## config.mk

```make
export PLATFORM = sky130hd
export DESIGN_NAME = store_narrow_unit
export DESIGN_NICKNAME = d
export VERILOG_FILES = /design/src/rtl/cpu_pkg.sv /design/src/rtl/store_lane_merge.sv /design/src/rtl/store_narrow_unit.sv
export SDC_FILE = /design/constraint.sdc
export NUM_CORES = 1
export LEC_CHECK = 0
export BUFFER_PORTS_ARGS = -buffer_cell sky130_fd_sc_hd__buf_4
export CORE_MARGIN = 2
export CORE_UTILIZATION = 36
export DETAILED_ROUTE_END_ITERATION = 6
export RECOVER_POWER = 50
export SKIP_CTS_REPAIR_TIMING = 1
export SLEW_MARGIN = 0
export SYNTH_ARGS = -nofsm -noshare
export SYNTH_HDL_FRONTEND = slang
export SYNTH_HIERARCHICAL = 1
export SYNTH_SLANG_ARGS = --single-unit
```

## constraint.sdc

```tcl
create_clock -name clk -period 7.2 [get_ports clk]
set_clock_uncertainty 0.05 [all_clocks]
set_input_delay 1.44 -clock clk [delete_from_list [all_inputs] [get_ports clk]]
set_output_delay 1.44 -clock clk [all_outputs]
set_load 0.02 [all_outputs]
```

## src/rtl/cpu_pkg.sv

```systemverilog
// Shared CPU definitions: access-size encodings and store-unit FSM states.
// The size encodings are common to the load extender and the store narrower.
package cpu_pkg;

  localparam logic [1:0] SZ_BYTE = 2'b00;
  localparam logic [1:0] SZ_HALF = 2'b01;
  localparam logic [1:0] SZ_WORD = 2'b10;
  localparam logic [1:0] SZ_RSVD = 2'b11;

  typedef enum logic [1:0] {
    ST_IDLE  = 2'b00,
    ST_READ  = 2'b01,
    ST_WRITE = 2'b10,
    ST_RESP  = 2'b11
  } st_state_e;

  // Reserved size never has a legal alignment.
  function automatic logic st_misaligned(input logic [1:0] size, input logic [1:0] off);
    return (size == SZ_RSVD) ||
           ((size == SZ_HALF) && off[0]) ||
           ((size == SZ_WORD) && (off != 2'b00));
  endfunction

endpackage

```

## src/rtl/store_lane_merge.sv

```systemverilog
// Combinational byte/half/word merge of new store data into an old memory word.
// BIG_ENDIAN mirrors the lane order so the lowest byte address holds the MSBs.
module store_lane_merge
  import cpu_pkg::*;
#(
  parameter bit BIG_ENDIAN = 1'b0
) (
  input  logic [31:0] old_i,
  input  logic [31:0] data_i,
  input  logic [1:0]  size_i,
  input  logic [1:0]  off_i,
  output logic [31:0] word_o
);

  logic [1:0] lane;
  logic       half_hi;

  always_comb begin
    lane    = BIG_ENDIAN ? ~off_i : off_i;
    half_hi = BIG_ENDIAN ? ~off_i[1] : off_i[1];
    word_o  = old_i;
    case (size_i)
      SZ_BYTE: word_o[{lane, 3'b000} +: 8]     = data_i[7:0];
      SZ_HALF: word_o[{half_hi, 4'b0000} +: 16] = data_i[15:0];
      SZ_WORD: word_o = data_i;
      default: word_o = old_i;
    endcase
  end

endmodule

```

## src/rtl/store_narrow_unit.sv

```systemverilog
// Store narrower: SW issues a single write, SB/SH read-modify-write the word.
// Misaligned or reserved-size stores are rejected without touching memory.
module store_narrow_unit
  import cpu_pkg::*;
#(
  parameter int ADDR_W     = 32,
  parameter bit BIG_ENDIAN = 1'b0
) (
  input  logic              clk,
  input  logic              rst_n,
  input  logic              st_valid,
  output logic              st_ready,
  input  logic [ADDR_W-1:0] st_addr,
  input  logic [31:0]       st_data,
  input  logic [1:0]        st_size,
  output logic              st_done,
  output logic              st_err,
  output logic              mem_req,
  output logic              mem_we,
  output logic [ADDR_W-1:0] mem_addr,
  output logic [31:0]       mem_wdata,
  input  logic [31:0]       mem_rdata,
  input  logic              mem_ack
);

  st_state_e         state_q, state_d;
  logic              req_q, req_d, we_q, we_d, err_q, err_d;
  logic [ADDR_W-1:0] addr_q, addr_d;
  logic [31:0]       data_q, data_d, wdata_q, wdata_d, merged;
  logic [1:0]        size_q, size_d, off_q, off_d;

  store_lane_merge #(.BIG_ENDIAN(BIG_ENDIAN)) u_merge (
    .old_i  (mem_rdata),
    .data_i (data_q),
    .size_i (size_q),
    .off_i  (off_q),
    .word_o (merged)
  );

  always_comb begin
    state_d = state_q;
    req_d   = req_q;
    we_d    = we_q;
    err_d   = err_q;
    addr_d  = addr_q;
    data_d  = data_q;
    wdata_d = wdata_q;
    size_d  = size_q;
    off_d   = off_q;
    case (state_q)
      ST_IDLE: if (st_valid) begin
        size_d = st_size;
        off_d  = st_addr[1:0];
        data_d = st_data;
        if (st_misaligned(st_size, st_addr[1:0])) begin
          err_d   = 1'b1;
          state_d = ST_RESP;
        end else begin
          err_d  = 1'b0;
          addr_d = {st_addr[ADDR_W-1:2], 2'b00};
          if (st_size == SZ_WORD) begin
            we_d    = 1'b1;
            wdata_d = st_data;
            state_d = ST_WRITE;
          end else begin
            we_d    = 1'b0;
            state_d = ST_READ;
          end
        end
      end
      // req rises one cycle after entering a phase and drops the cycle after ack,
      // which leaves the single req-low cycle between the read and write phases.
      ST_READ: begin
        if (!req_q) req_d = 1'b1;
        else if (mem_ack) begin
          req_d   = 1'b0;
          we_d    = 1'b1;
          wdata_d = merged;
          state_d = ST_WRITE;
        end
      end
      ST_WRITE: begin
        if (!req_q) req_d = 1'b1;
        else if (mem_ack) begin
          req_d   = 1'b0;
          state_d = ST_RESP;
        end
      end
      ST_RESP: state_d = ST_IDLE;
      default: state_d = ST_IDLE;
    endcase
  end

  always_ff @(posedge clk) begin
    if (!rst_n) begin
      state_q <= ST_IDLE;
      req_q   <= 1'b0;
      we_q    <= 1'b0;
      err_q   <= 1'b0;
      addr_q  <= '0;
      data_q  <= '0;
      wdata_q <= '0;
      size_q  <= SZ_BYTE;
      off_q   <= 2'b00;
    end else begin
      state_q <= state_d;
      req_q   <= req_d;
      we_q    <= we_d;
      err_q   <= err_d;
      addr_q  <= addr_d;
      data_q  <= data_d;
      wdata_q <= wdata_d;
      size_q  <= size_d;
      off_q   <= off_d;
    end
  end

  assign st_ready  = (state_q == ST_IDLE);
  assign st_done   = (state_q == ST_RESP);
  assign st_err    = st_done && err_q;
  assign mem_req   = req_q;
  assign mem_we    = we_q;
  assign mem_addr  = addr_q;
  assign mem_wdata = wdata_q;

endmodule

```

Yosys cells after proc, flatten, opt, wreduce, memory -nomap -nowiden. Index checks and enable logic that the tools add are counted.

Bits in registers: 103.

$add $sub $neg: 2. Eq/ne operators: 15. Shift-type cells: 4. Muxes and demuxes: 26. Bitwise operators: 1. Reduce and logical (&&, ||, !) cells: 15.

Operator list (count): $mux W32 (5); $pmux W32 S3 (1); $bwmux W32 (2); $pmux W32 S2 (1); $shift A16 B7 Y32 const A (1); $shift A8 B7 Y32 const A (1); $shiftx A16 B7 Y32 (1); $shiftx A8 B7 Y32 (1); $mux W2 (7); $neg A5 Y7 (2); $ne A2 B2 Y1 const B (6); $eq A2 B2 Y1 const B (5); $reduce_and A5 Y1 (2); $mux W1 (8); $pmux W2 S4 (1); $eq A2 B1 Y1 const B (3); $reduce_and A6 Y1 (1); $logic_not A2 Y1 (2); $reduce_bool A2 Y1 (2); $logic_and A1 B1 Y1 (3); $reduce_and A3 Y1 (1); $logic_or A1 B1 Y1 (2); $ne A2 B1 Y1 const B (1); $pmux W1 S2 (1); 3 further kinds (3).

Depth between registers and ports, before layout.
Depth in word-level cells: 7. Mapped depth: 10.

Modules after synthesis. The synthesis kept the hierarchy.

Modules (own cells, without submodules): store_narrow_unit (times used 1, cells an instance 472, area each 4314.1 um2); store_lane_merge (times used 1, cells an instance 182, area each 1275.0 um2).

Worst setup path before layout. No wires, ideal clock.

Kind: input to register. Start: in st_addr[1]. End: reg wdata_q[12], in the netlist mem_wdata[12]. Library setup time: 0.116 ns. Data arrival time: 2.803 ns. Setup slack: 4.230 ns. Cell stages on the path: 5. Buffers on the path: 1. Cells stage by stage: or4b_4 a221oi_4 buf_6 nand2_1 o211a_1.

Cells in the longest elaborated chain, start to end: 5.

RTL lines: start, declared (line store_narrow_unit.sv:13) `input logic [ADDR_W-1:0] st_addr,`; $reduce_bool A2 Y1 (line cpu_pkg.sv:21) `((size == SZ_WORD) && (off != 2'b00));`; $logic_and A1 B1 Y1 (line cpu_pkg.sv:21); $logic_or A1 B1 Y1 (line cpu_pkg.sv:20) `((size == SZ_HALF) && off[0]) ||`; $ne A2 B2 Y1 (no line); $reduce_and A6 Y1 (no line); end signal, assigned (line store_narrow_unit.sv:112) `wdata_q <= wdata_d;`; end, declared (line store_narrow_unit.sv:29) `logic [31:0] data_q, data_d, wdata_q, wdata_d, merged;`.

Every way passes these cells. A chain may end at the register's enable or synchronous reset.

==> results.txt <==
Avg Synthesized Cell Area: 8.546 sq um
Worst path top cell family by delay: buffers and inverters
Largest net degree at the start of global routing: 105
Tcrit/Tclk final: 64.75%
Synth top area share: 36.89%
Antenna violations before repair: 0
Hold_sp: mem_we
Antenna Nets Post-Route: 0
CTS tree: built
Core area: 0.01520 sq mm
Grt ovf: 0
Fin area: 0.006942 sq mm
Htree depth: 3
Clock Path Buffers: 2
Slew HR: -162.8%
Crit-path cells: clkbuf_1 > o21ai_0 > a31oi_1
Final Util: 45.66%
Clock Tree Root: clkbuf_16
Ranking of synthesized cells by area: dfxtp_1 (37%), nand2_1 (13%), a21boi_0 (8.9%), mux2i_1 (6.6%), o211a_1 (5.7%)
Dpl hpwl: 11.39 mm
Final setup margin: 2.538 ns
Dominant cell type by area after synthesis: dfxtp_1
Routed length per placed instance: 16.66 microns
Critical path buffers and inverters: 1
Worst-Skew Late Latency: 0.35 ns
Die H: 128.6 microns
Status: finished with violations
Ys Warns: 6
Global-route wire length before repair: 26.10 mm
Critical-path maximum fanout: 104
DRT iter0 DRCs: 476
Fmax: 0.2145 GHz
CP max-delay cell: clkbuf_1
Critical R2R Capture: mem_wdata[26]
Share of post-route cells with drive strength above 1: 20.23%
Placer Congestion: 0.8886
Slowest stage delay, CP: 2.69 ns
Via count: 5354
ANT cells: 0
Placement Cell Area: 0.006844 sq mm
# rows: 45
Final max-slew violation count: 105
Most used DFF post-synth: dfxtp_1
Die width: 128.6 microns
Ys async rst share: 0%
RR Startpoint: off_q[1]
I/O Pins: 171
Clock sinks: 103
Critical path capture point type: flip-flop
Min-Delay Path Class: reg2reg
FF+latch count, synth: 103
Post-synthesis cell count: 654
Number of flops mapped to enable cells by yosys: 0
Register area share after synthesis: 36.89%
Setup TNS: 0 ns
Layout area overhead: 24.20%
Crit path DAT: 4.88 ns
Initial Utilization: 36.77%
Vias in the first global route: 5216
Post-route minimum period: 4.662 ns
Post-Syn Area: 0.005589 sq mm
Worst EP required: 7.42 ns
I/O Buffers: 168
Commonest cells in the netlist: nand2_1 (189), dfxtp_1 (103), a21boi_0 (66)
Overall routing resource usage: 19.73%
CP Launch Type: primary input
Leakage Power: 2.993 nW
Kind of critical path: in2reg
Total of max-cap violations: 1
Worst slack at placement: 3.683 ns
Worst Tran Pin Value: 3.942 ns
Most frequent cell after synthesis: nand2_1
Die area: 0.01654 sq mm
PwrDens: 316.6 mW/mm^2
Setup repair after global routing missed its margin: false
Setup-failing EPs final: 0
Worst Hold Endpoint: mem_we
Clock slew at reported path FFs: 0.07 ns
Yosys cell types: 49
Max VDD drop: 0.1304 mV
Fin. Hold Viols: 0
DR pass1 iterations: 5
Failing checks: capacitance limit, slew limit
Final #Nets: 897
Vias per cell: 5.469
Hold Path Depth: 2
R2R cell count: 8
TritonCTS Buffers: 9
DRC Markers: 0
Design Power: 2.198 mW
Post-Route WL: 16.31 mm
R2r setup slk: 3.75 ns
sequential cells by signal (all words and copies together) (netlist names):
| register | cells |
|---|---|
| data_q | 32 |
| err_q | 1 |
| mem_addr | 30 |
| mem_req | 1 |
| mem_wdata | 32 |
| mem_we | 1 |
| off_q | 2 |
| size_q | 2 |
| state_q | 2 |
power by group:
group          total [mW]  internal, mW  switching, mW
clock network       0.469         0.240          0.229
registers           0.780         0.693         0.0870
logic               0.949         0.375          0.574
tightest hold or removal path: stages, from the launching register on:
cell     delay, ns
dfxtp_1       0.32
nand2_1       0.05
mux2i_1       0.05
metal layers:
metal | wire [microns] | global-route usage (%) | share of wire [%]
met3 | 1248 | 6.445 | 7.7
met4 | 201 | 5.499 | 1.2
met5 | 0 | 0 | 0
met1 | 6786 | 23.53 | 42
met2 | 8069 | 34.14 | 49
cells in the final DEF, fill, tap and decap left out, drive strengths merged, types with 8 or more instances in the layout:
cell type  synthesis  layout
o21ai              8       8
a221o              9       9
a22oi             14      14
o211a             32      32
nand3b             9       9
a22o               8       8
a32oi             10      10
mux2i             37      37
mux2              10      10
buf               26     126
a31oi             10      10
dfxtp            103     103
a21boi            66      66
nand2            189     189
inv                8      12
a21oi             14      14
clkbuf            27      58
o211ai             8       8
ha                 9       9
and2              10      10
o221ai            12      12
stage by stage:
step | instances | hold slack, ns
final | 979 | 0.4168
after global routing | 979 | 0.4408
after CTS | 979 | 0.4199
after detailed placement | 963 | 0.4105
after global placement | 963 | 0.4022
after floorplan | 655 | 0.3901
worst max-delay path by stage:
stage,cells after the start,start,slack [ns],end
after detailed placement,6,st_valid,3.68,mem_addr[3]
after floorplan,5,st_addr[1],4.23,mem_wdata[12]
after global routing,3,rst_n,1.99,mem_we
after global placement,6,st_valid,3.83,mem_addr[10]
final,3,rst_n,2.54,mem_req
after CTS,8,off_q[1],3.83,mem_wdata[28]
cell type report:
class	instances	area [sq um]
multi-input cells	488	3203
clock buffers	10	229.0
well taps	188	235.2
clock inverters	6	48.80
flip-flops and latches	103	2062
inverters	10	37.54
fillers	1541	8260
repair buffers	174	1126
kinds of logic after synthesis:
logic type	Yosys count	synth area share (%)
AO/OA/AOI/OAI	196	28.10
other	1	0.06709
adder cells (fa/ha/maj)	9	2.015
AND/OR/NAND/NOR	234	18.31
multiplexers	47	8.641
flip-flops	103	36.89
buffers and inverters	64	5.977
No activity file was read; power rests on OpenSTA's default activity.
